===== src/rtl/multdiv_pkg.sv =====
// Shared definitions for the multdiv issue sequencer: FSM encoding,
// status-register redirect constants and the default WAIT timeout.
// The MULTDIV_RSTATUS_EN build option (used by multdiv_issue_ctrl) relies on
// the RSTATUS_* constants below.
package multdiv_pkg;

  typedef enum logic [1:0] {
    StIdle  = 2'd0,
    StIssue = 2'd1,
    StWait  = 2'd2,
    StDone  = 2'd3
  } md_state_e;

  localparam int unsigned RSTATUS_REG  = 30;
  localparam int unsigned RSTATUS_MULT = 1;
  localparam int unsigned RSTATUS_DIV  = 2;

  localparam int unsigned DEFAULT_TIMEOUT_CYCLES = 40;

endpackage


===== src/rtl/multdiv_timeout_ctr.sv =====
// Clear/enable cycle counter with a terminal-count flag. tc_o rises on the
// Limit-th enabled cycle after a clear, so the owner can abort on that cycle.
module multdiv_timeout_ctr #(
  parameter int unsigned Limit = 40
) (
  input  logic clk_i,
  input  logic rst_i,
  input  logic clr_i,
  input  logic en_i,
  output logic tc_o
);

  localparam int unsigned CntW = $clog2(Limit + 1);

  logic [CntW-1:0] cnt_q, cnt_d;

  // Next count: clear wins over enable.
  always_comb begin
    cnt_d = cnt_q;
    if (clr_i) begin
      cnt_d = '0;
    end else if (en_i) begin
      cnt_d = cnt_q + 1'b1;
    end
  end

  // Counter register with synchronous reset.
  always_ff @(posedge clk_i) begin
    if (rst_i) begin
      cnt_q <= '0;
    end else begin
      cnt_q <= cnt_d;
    end
  end

  assign tc_o = en_i && (cnt_q == CntW'(Limit - 1));

endmodule


===== src/rtl/multdiv_issue_ctrl.sv =====
// Sequencer between execute and the multi-cycle multiply/divide unit.
// Captures a request, pulses ctrl_MULT/ctrl_DIV once, stalls until the unit
// reports ready (or times out) and then emits a one-cycle writeback.
// Build option MULTDIV_RSTATUS_EN: exceptional results are redirected to the
// status register (r30) with a code of 1 (mult) or 2 (div).
module multdiv_issue_ctrl
  import multdiv_pkg::*;
#(
  parameter int unsigned WIDTH          = 32,
  parameter int unsigned REG_BITS       = 5,
  parameter int unsigned TIMEOUT_CYCLES = DEFAULT_TIMEOUT_CYCLES
) (
  input  logic                clock,
  input  logic                reset,
  input  logic                i_valid,
  input  logic                i_is_mult,
  input  logic                i_is_div,
  input  logic [WIDTH-1:0]    i_opA,
  input  logic [WIDTH-1:0]    i_opB,
  input  logic [REG_BITS-1:0] i_rd,
  output logic                o_stall,
  output logic [WIDTH-1:0]    md_operandA,
  output logic [WIDTH-1:0]    md_operandB,
  output logic                md_ctrl_MULT,
  output logic                md_ctrl_DIV,
  input  logic [WIDTH-1:0]    md_result,
  input  logic                md_exception,
  input  logic                md_resultRDY,
  output logic                o_wb_valid,
  output logic [REG_BITS-1:0] o_wb_rd,
  output logic [WIDTH-1:0]    o_wb_data,
  output logic                o_exception
);

  md_state_e           state_q, state_d;
  logic [WIDTH-1:0]    opa_q, opa_d;
  logic [WIDTH-1:0]    opb_q, opb_d;
  logic [REG_BITS-1:0] rd_q, rd_d;
  logic                is_mult_q, is_mult_d;
  logic [WIDTH-1:0]    res_data_q, res_data_d;
  logic                res_exc_q, res_exc_d;
  logic                accept;
  logic                timeout;

  assign accept = i_valid & (i_is_mult | i_is_div);

  // Counter is cleared during ISSUE and runs only while waiting for ready.
  multdiv_timeout_ctr #(
    .Limit (TIMEOUT_CYCLES)
  ) u_timeout_ctr (
    .clk_i (clock),
    .rst_i (reset),
    .clr_i (state_q == StIssue),
    .en_i  (state_q == StWait),
    .tc_o  (timeout)
  );

  // Next-state and capture logic.
  always_comb begin
    state_d    = state_q;
    opa_d      = opa_q;
    opb_d      = opb_q;
    rd_d       = rd_q;
    is_mult_d  = is_mult_q;
    res_data_d = res_data_q;
    res_exc_d  = res_exc_q;
    unique case (state_q)
      StIdle: begin
        if (accept) begin
          opa_d     = i_opA;
          opb_d     = i_opB;
          rd_d      = i_rd;
          is_mult_d = i_is_mult;  // mult wins when both are set
          state_d   = StIssue;
        end
      end
      // Ready seen here is left over from the previous operation.
      StIssue: state_d = StWait;
      StWait: begin
        if (md_resultRDY) begin
          res_data_d = md_result;
          res_exc_d  = md_exception;
          state_d    = StDone;
        end else if (timeout) begin
          res_data_d = '0;
          res_exc_d  = 1'b1;
          state_d    = StDone;
        end
      end
      StDone:  state_d = StIdle;
      default: state_d = StIdle;
    endcase
  end

  // State and datapath registers, synchronous reset.
  always_ff @(posedge clock) begin
    if (reset) begin
      state_q    <= StIdle;
      opa_q      <= '0;
      opb_q      <= '0;
      rd_q       <= '0;
      is_mult_q  <= 1'b0;
      res_data_q <= '0;
      res_exc_q  <= 1'b0;
    end else begin
      state_q    <= state_d;
      opa_q      <= opa_d;
      opb_q      <= opb_d;
      rd_q       <= rd_d;
      is_mult_q  <= is_mult_d;
      res_data_q <= res_data_d;
      res_exc_q  <= res_exc_d;
    end
  end

  // Outputs decoded from registered state.
  always_comb begin
    o_stall      = ((state_q == StIdle) && accept) || (state_q == StIssue) ||
                   (state_q == StWait);
    md_operandA  = opa_q;
    md_operandB  = opb_q;
    md_ctrl_MULT = (state_q == StIssue) && is_mult_q;
    md_ctrl_DIV  = (state_q == StIssue) && !is_mult_q;
    o_wb_valid   = (state_q == StDone);
    o_wb_rd      = rd_q;
    o_wb_data    = res_data_q;
    o_exception  = res_exc_q;
`ifdef MULTDIV_RSTATUS_EN
    if (res_exc_q) begin
      o_wb_rd   = REG_BITS'(RSTATUS_REG);
      o_wb_data = is_mult_q ? WIDTH'(RSTATUS_MULT) : WIDTH'(RSTATUS_DIV);
    end
`endif
  end

endmodule


===== config.mk =====
export PLATFORM = sky130hd
export DESIGN_NAME = multdiv_issue_ctrl
export DESIGN_NICKNAME = d
export VERILOG_FILES = /design/src/rtl/multdiv_pkg.sv /design/src/rtl/multdiv_timeout_ctr.sv /design/src/rtl/multdiv_issue_ctrl.sv
export SDC_FILE = /design/constraint.sdc
export NUM_CORES = 1
export LEC_CHECK = 0
export CELL_PAD_IN_SITES_DETAIL_PLACEMENT = 0
export CELL_PAD_IN_SITES_GLOBAL_PLACEMENT = 1
export CORE_ASPECT_RATIO = 1.1
export CORE_MARGIN = 2
export CORE_UTILIZATION = 30
export CTS_CLUSTER_SIZE = 28
export DETAILED_ROUTE_END_ITERATION = 16
export PLACE_DENSITY = 0.86
export SYNTH_ARGS = -nofsm -noshare
export SYNTH_HDL_FRONTEND = slang
export SYNTH_HIERARCHICAL = 1
export SYNTH_SLANG_ARGS = --single-unit

===== constraint.sdc =====
create_clock -name clock -period 2.65 [get_ports clock]
set_input_delay 0.3975 -clock clock [delete_from_list [all_inputs] [get_ports clock]]
set_output_delay 0.3975 -clock clock [all_outputs]
set_load 0.005 [all_outputs]

== Yosys cells after proc, flatten, opt, wreduce, memory -nomap -nowiden ==
Cells that the tools add are included.
Word-level totals
  input port bits: 108
  flip-flop bits (word level): 111
  output and inout bits: 106
  logic and storage cells: 38
Cells by class
  multiplexer cells: 8
  reductions and logical operators: 13
  bitwise logic cells: 2
  equality and inequality tests: 6
  add/subtract/negate cells: 1
Operators with widths (number)
  $mux W32: 2
  $pmux W2 S4: 1
  $add A6 B1 Y6 const B: 1
  $eq A6 B6 Y1 const B: 1
  $mux W2: 3
  $reduce_and A2 Y1: 3
  $eq A2 B2 Y1 const B: 2
  $logic_and A1 B1 Y1: 4
  $ne A3 B3 Y1 const B: 1
  $eq A2 B1 Y1 const B: 1
  $logic_not A2 Y1: 1
  $logic_or A1 B1 Y1: 2
  $mux W1: 2
  $ne A2 B2 Y1 const B: 1
  $reduce_bool A2 Y1: 1
  $reduce_or A2 Y1: 1
  $and A1 B1 Y1: 1
  $logic_not A1 Y1: 1
  $or A1 B1 Y1: 1

== Logic depth before layout (Yosys ltp) ==
Gate-level depths: netlist of run 1.
  word-level depth: 5
  mapped depth: 9
  mapped depth without buffers: 7

== By module ==
The synthesis of run 1 kept the hierarchy.
By module, submodules not included
  multdiv_issue_ctrl: seq. area each 2102.0 µm², area each 4240.3 µm², instances 1, cells each 438
  multdiv_timeout_ctr: seq. area each 120.1 µm², area each 261.5 µm², instances 1, cells each 29

== Worst setup path after synthesis of run 1 ==
OpenSTA, ideal clock, no wires.
  path type: reg2reg
  from: register state_q[0]
  to: register res_data_q[10] (netlist: o_wb_data[10])
  arrival time: 1716 ps
  buffers on the path: 2
  period minus slack after synthesis: 1843 ps
  setup time: 128 ps
  setup slack: 807 ps
  required time: 2522 ps
  cell stages (with the launch flop): 10
  cells stage by stage: dfxtp_1 inv_1 ha_1 buf_2 nand3_1 nor4b_1 o21ai_1 buf_2 a22oi_1 nor2_1
On the way
  cells in the longest elaborated chain, start to end: 4
Ends and longest elaborated chain
  start: declaration: line multdiv_issue_ctrl.sv:35  | md_state_e state_q, state_d;
  start signal: assignment: line multdiv_issue_ctrl.sv:98  | state_q <= StIdle;
  start signal: assignment: line multdiv_issue_ctrl.sv:106  | state_q <= state_d;
  $eq A2 B2 Y1: line multdiv_issue_ctrl.sv:54  | .en_i (state_q == StWait),
  $logic_and A1 B1 Y1: line multdiv_timeout_ctr.sv:36  | assign tc_o = en_i && (cnt_q == CntW'(Limit - 1));
  net timeout: line multdiv_issue_ctrl.sv:43  | logic timeout;
  $reduce_bool A2 Y1 (no source line)
  $reduce_and A2 Y1 (no source line)
  end signal: assignment: line multdiv_issue_ctrl.sv:111  | res_data_q <= res_data_d;
  end: declaration: line multdiv_issue_ctrl.sv:40  | logic [WIDTH-1:0] res_data_q, res_data_d;
The timed path passes the listed nets, and every way through them passes these cells.
A chain may end at the register's enable or synchronous reset.

== Worst setup path in the final report of run 1 ==
  from: register state_q[0]
  to: output o_stall
On the way
  cells in the longest elaborated chain, start to end: 4
  elaborated cells on any way between the ends: 6
  those cells by class: eq/ne (2); reduce/logical (4)
Ends and longest elaborated chain
  $logic_not A2 Y1: line multdiv_issue_ctrl.sv:118  | o_stall = ((state_q == StIdle) && accept) || (state_q == StIssue) ||
  $logic_and A1 B1 Y1: line multdiv_issue_ctrl.sv:118
  $logic_or A1 B1 Y1: line multdiv_issue_ctrl.sv:118
  $logic_or A1 B1 Y1 *: line multdiv_issue_ctrl.sv:118
  end: declaration: line multdiv_issue_ctrl.sv:21  | output logic o_stall,
Mark *: on every way between the ends. The rest lies on a longest branch, timed or not.

==> results of run 1 <==
## critical path, cell delays in order, from the launching register on
cell and delay [ns]:
dfxtp_1 0.38, inv_1 0.11, ha_1 0.30, o211a_4 0.19, or3_1 0.31, clkdlybuf4s50_1 0.48
## layer usage
layer | GRT usage [%] | share of wire [%]
met1 | 18.2 | 41
met5 | 0 | 0
met2 | 26.6 | 50
met4 | 5.36 | 1.5
met3 | 4.18 | 7.0
## area by class of cell
| cell class | instances | area [sq um] | share of cell area (%) |
|---|---|---|---|
| inverters | 4 | 15.0 | 0.214 |
| clock buffers | 10 | 239 | 3.40 |
| clock inverters | 6 | 67.6 | 0.962 |
| repair buffers | 221 | 2230 | 31.7 |
| flip-flops and latches | 111 | 2220 | 31.7 |
| well taps | 192 | 240 | 3.42 |
| multi-input cells | 316 | 2010 | 28.6 |
## timing repair
item	CTS	global route
resized for setup	0	1
setup endpoints to repair	0	24
buffers inserted	0	0
## layout by cell type (no fill, tap or decap), types with 2 or more instances in the layout
| cell type | n |
|---|---|
| nand2_2 | 69 |
| or3_1 | 2 |
| a211oi_1 | 2 |
| clkbuf_16 | 9 |
| and2_1 | 2 |
| nand2_1 | 73 |
| dfxtp_1 | 111 |
| buf_4 | 6 |
| inv_1 | 4 |
| ha_1 | 6 |
| clkdlybuf4s50_1 | 212 |
| xor2_1 | 3 |
| clkinvlp_4 | 2 |
| nand4_1 | 2 |
| buf_12 | 3 |
| mux2i_1 | 2 |
| a22oi_1 | 32 |
| nor2_1 | 38 |
| a21oi_2 | 70 |
| nand2b_1 | 2 |
## flip-flops by register name, indices dropped and copies added (netlist names)
| register | flops |
|---|---|
| o_wb_data | 32 |
| o_exception | 1 |
| is_mult_q | 1 |
| state_q | 2 |
| o_wb_rd | 5 |
| md_operandB | 32 |
| md_operandA | 32 |
| u_timeout_ctr/cnt_q | 6 |
## cell usage after synthesis
cell type,n
a22oi_1,32
a21oi_1,1
nor2b_1,1
o21ai_0,1
or3_1,2
buf_6,1
nand2_2,69
or2_2,1
nand4_1,2
clkbuf_1,8
a211oi_1,2
buf_2,20
nand2_1,73
ha_1,6
xnor2_1,1
nand3_1,1
nor2_1,38
nand2b_1,2
nor4b_1,1
o211ai_2,1
o21ai_1,2
o211a_1,1
buf_12,7
a221oi_1,1
mux2i_1,2
and2_1,2
dfxtp_1,111
xor2_1,3
a21oi_2,70
inv_1,4
a22o_1,1
## power groups by stage
| stage | Clock, mW | Combinational, mW | Sequential, mW |
|---|---|---|---|
| final | 1.39 | 1.90 | 2.05 |
| after global routing | 1.51 | 2.08 | 2.08 |
| after CTS | 1.45 | 1.93 | 2.05 |
| after detailed placement | 0 | 1.92 | 2.09 |
| after global placement | 0 | 1.87 | 2.08 |
| after floorplan | 0 | 1.14 | 2.10 |
## cells by family after synthesis
logic type      synth area share [%]
buf+inv                         6.59
compound gates                  20.6
simple gates                    20.5
xor+xnor                       0.778
mux                            0.445
flops                           49.4
fa+ha+maj                       1.67
## how the worst max path moves through the flow
stage | endpoint | slack (ns) | depth (start not counted)
after CTS | o_stall | 0.09 | 5
after global routing | o_stall | 0.03 | 5
final | o_stall | 0.14 | 5
after global placement | o_stall | 0.27 | 4
after detailed placement | o_stall | 0.24 | 4
after floorplan | o_wb_data[10] | 0.81 | 9
==> out/summary.txt, run 1 <==
Worst reg-to-reg path cell count - 8
Hold depth - 2
Switch share - 31.7%
R2r setup slk - 0.40 ns
TNS Setup - 0 ns
Seq/Total Area, Yosys - 49.4%
Leakage Power - 2.38 nW
Root Driver - clkbuf_16
First-pass GRT wire length - 19800 microns
Worst Path Arrival - 2.11 ns
Worst-case clock buffer depth - 2
Max-Cap Viols - 0
Number of buffers created by CTS - 9
Area after DPL - 6710 sq um
Final hold slack - 0.468 ns
WS Path Type - flop to primary output
Hold path startpoint - md_operandB[27]
Seq pwr share - 38.4%
Worst clock skew - 0.00784 ns
Tmin final - 2.51 ns
Finished Layout Cells - 860
Synthesized Nets - 581
Syn avg cell area - 9.64 sq um
Synth area leader - dfxtp_1
GRT Overall Usage - 15.4%
Final #Nets - 777
First-pass DRT Iterations - 4
IO buf count - 213
Clk sinks - 111
Vias post-DR - 3913
CP startpoint - state_q[0]
Mapped cell area - 4500 sq um
Fraction of layout cells with a size suffix above 1 - 25.3%
Max Freq - 399 MHz
DRT iter0 DRCs - 183
Core area - 14600 sq um
CTS tree - yes
Die Span Y - 132 microns
Final Core Density - 48.2%
Worst-path clk slew - 0.07 ns
Synth cell types - 31
Worst EP required - 2.25 ns
Pre-CTS WS - 0.241 ns
Crit-path max FO - 4
GP Congestion - 0.720
Status - finished clean
Synth top area cells - dfxtp_1 (49%), a21oi_2 (14%), nand2_2 (9.6%)
RSZ-0062 raised after global routing - false
Remaining DRCs - 0
Rel. slew slack - 53.0%
Largest net degree at the start of global routing - 71
Crit. End Element - primary output
Final WS setup - 0.144 ns
Hpwl dp - 8860 microns
Combinational share of power - 35.5%
Vias in the first global route - 3939
Area Overhead vs Synth - 55.9%
H-Tree Depth - 3
Diodes inserted - 0
Clock power share - 26.1%
Sw power - 1.69 mW
Slew @ Worst Pin - 0.705 ns
Grt ovf - 0
ANT nets after route - 0
DRT Wirelength - 12300 microns
Max IR drop VDD - 0.379 mV
Design Area, Final - 7020 sq um
#FFs+latches synth - 111
Startpoint class of the critical path - flop
Row cnt - 46
Top-Level Pins - 214
Vias per cell - 4.55
End of the worst register-to-register path - o_wb_data[25]
Tot Pwr - 5.34 mW
Final period utilization - 94.6%
DR WL/cell - 14.3 microns
Top-area cell type share of the netlist area - 49.4%
Final setup viols - 0
PwrDens - 760 nW/um^2
Worst r2r src - state_q[0]
Synth warn - 6
Final Max Tran Viols - 0
Synth Instances - 467
Initial core utilization - 30.9%
Final hold violations - 0
Hold EP - md_operandB[27]
Initial antenna violation count - 0
Clock Latency Late Sink - 0.34 ns
Hold Buf Count CTS - 0
Placed cells - 844
Hold Crit Class - flop to flop
Die area - 16000 sq um
Fillcell total - 1372
Die Wd - 121 microns
Cell Int Power - 3.65 mW
No activity file was read; power rests on OpenSTA's default activity.
==> inputs of run 2 (changes only) <==
- SLEW_MARGIN: default -> 0
==> results of run 2 <==
No change in the layout: final DEF, timing and power equal those of run 1.
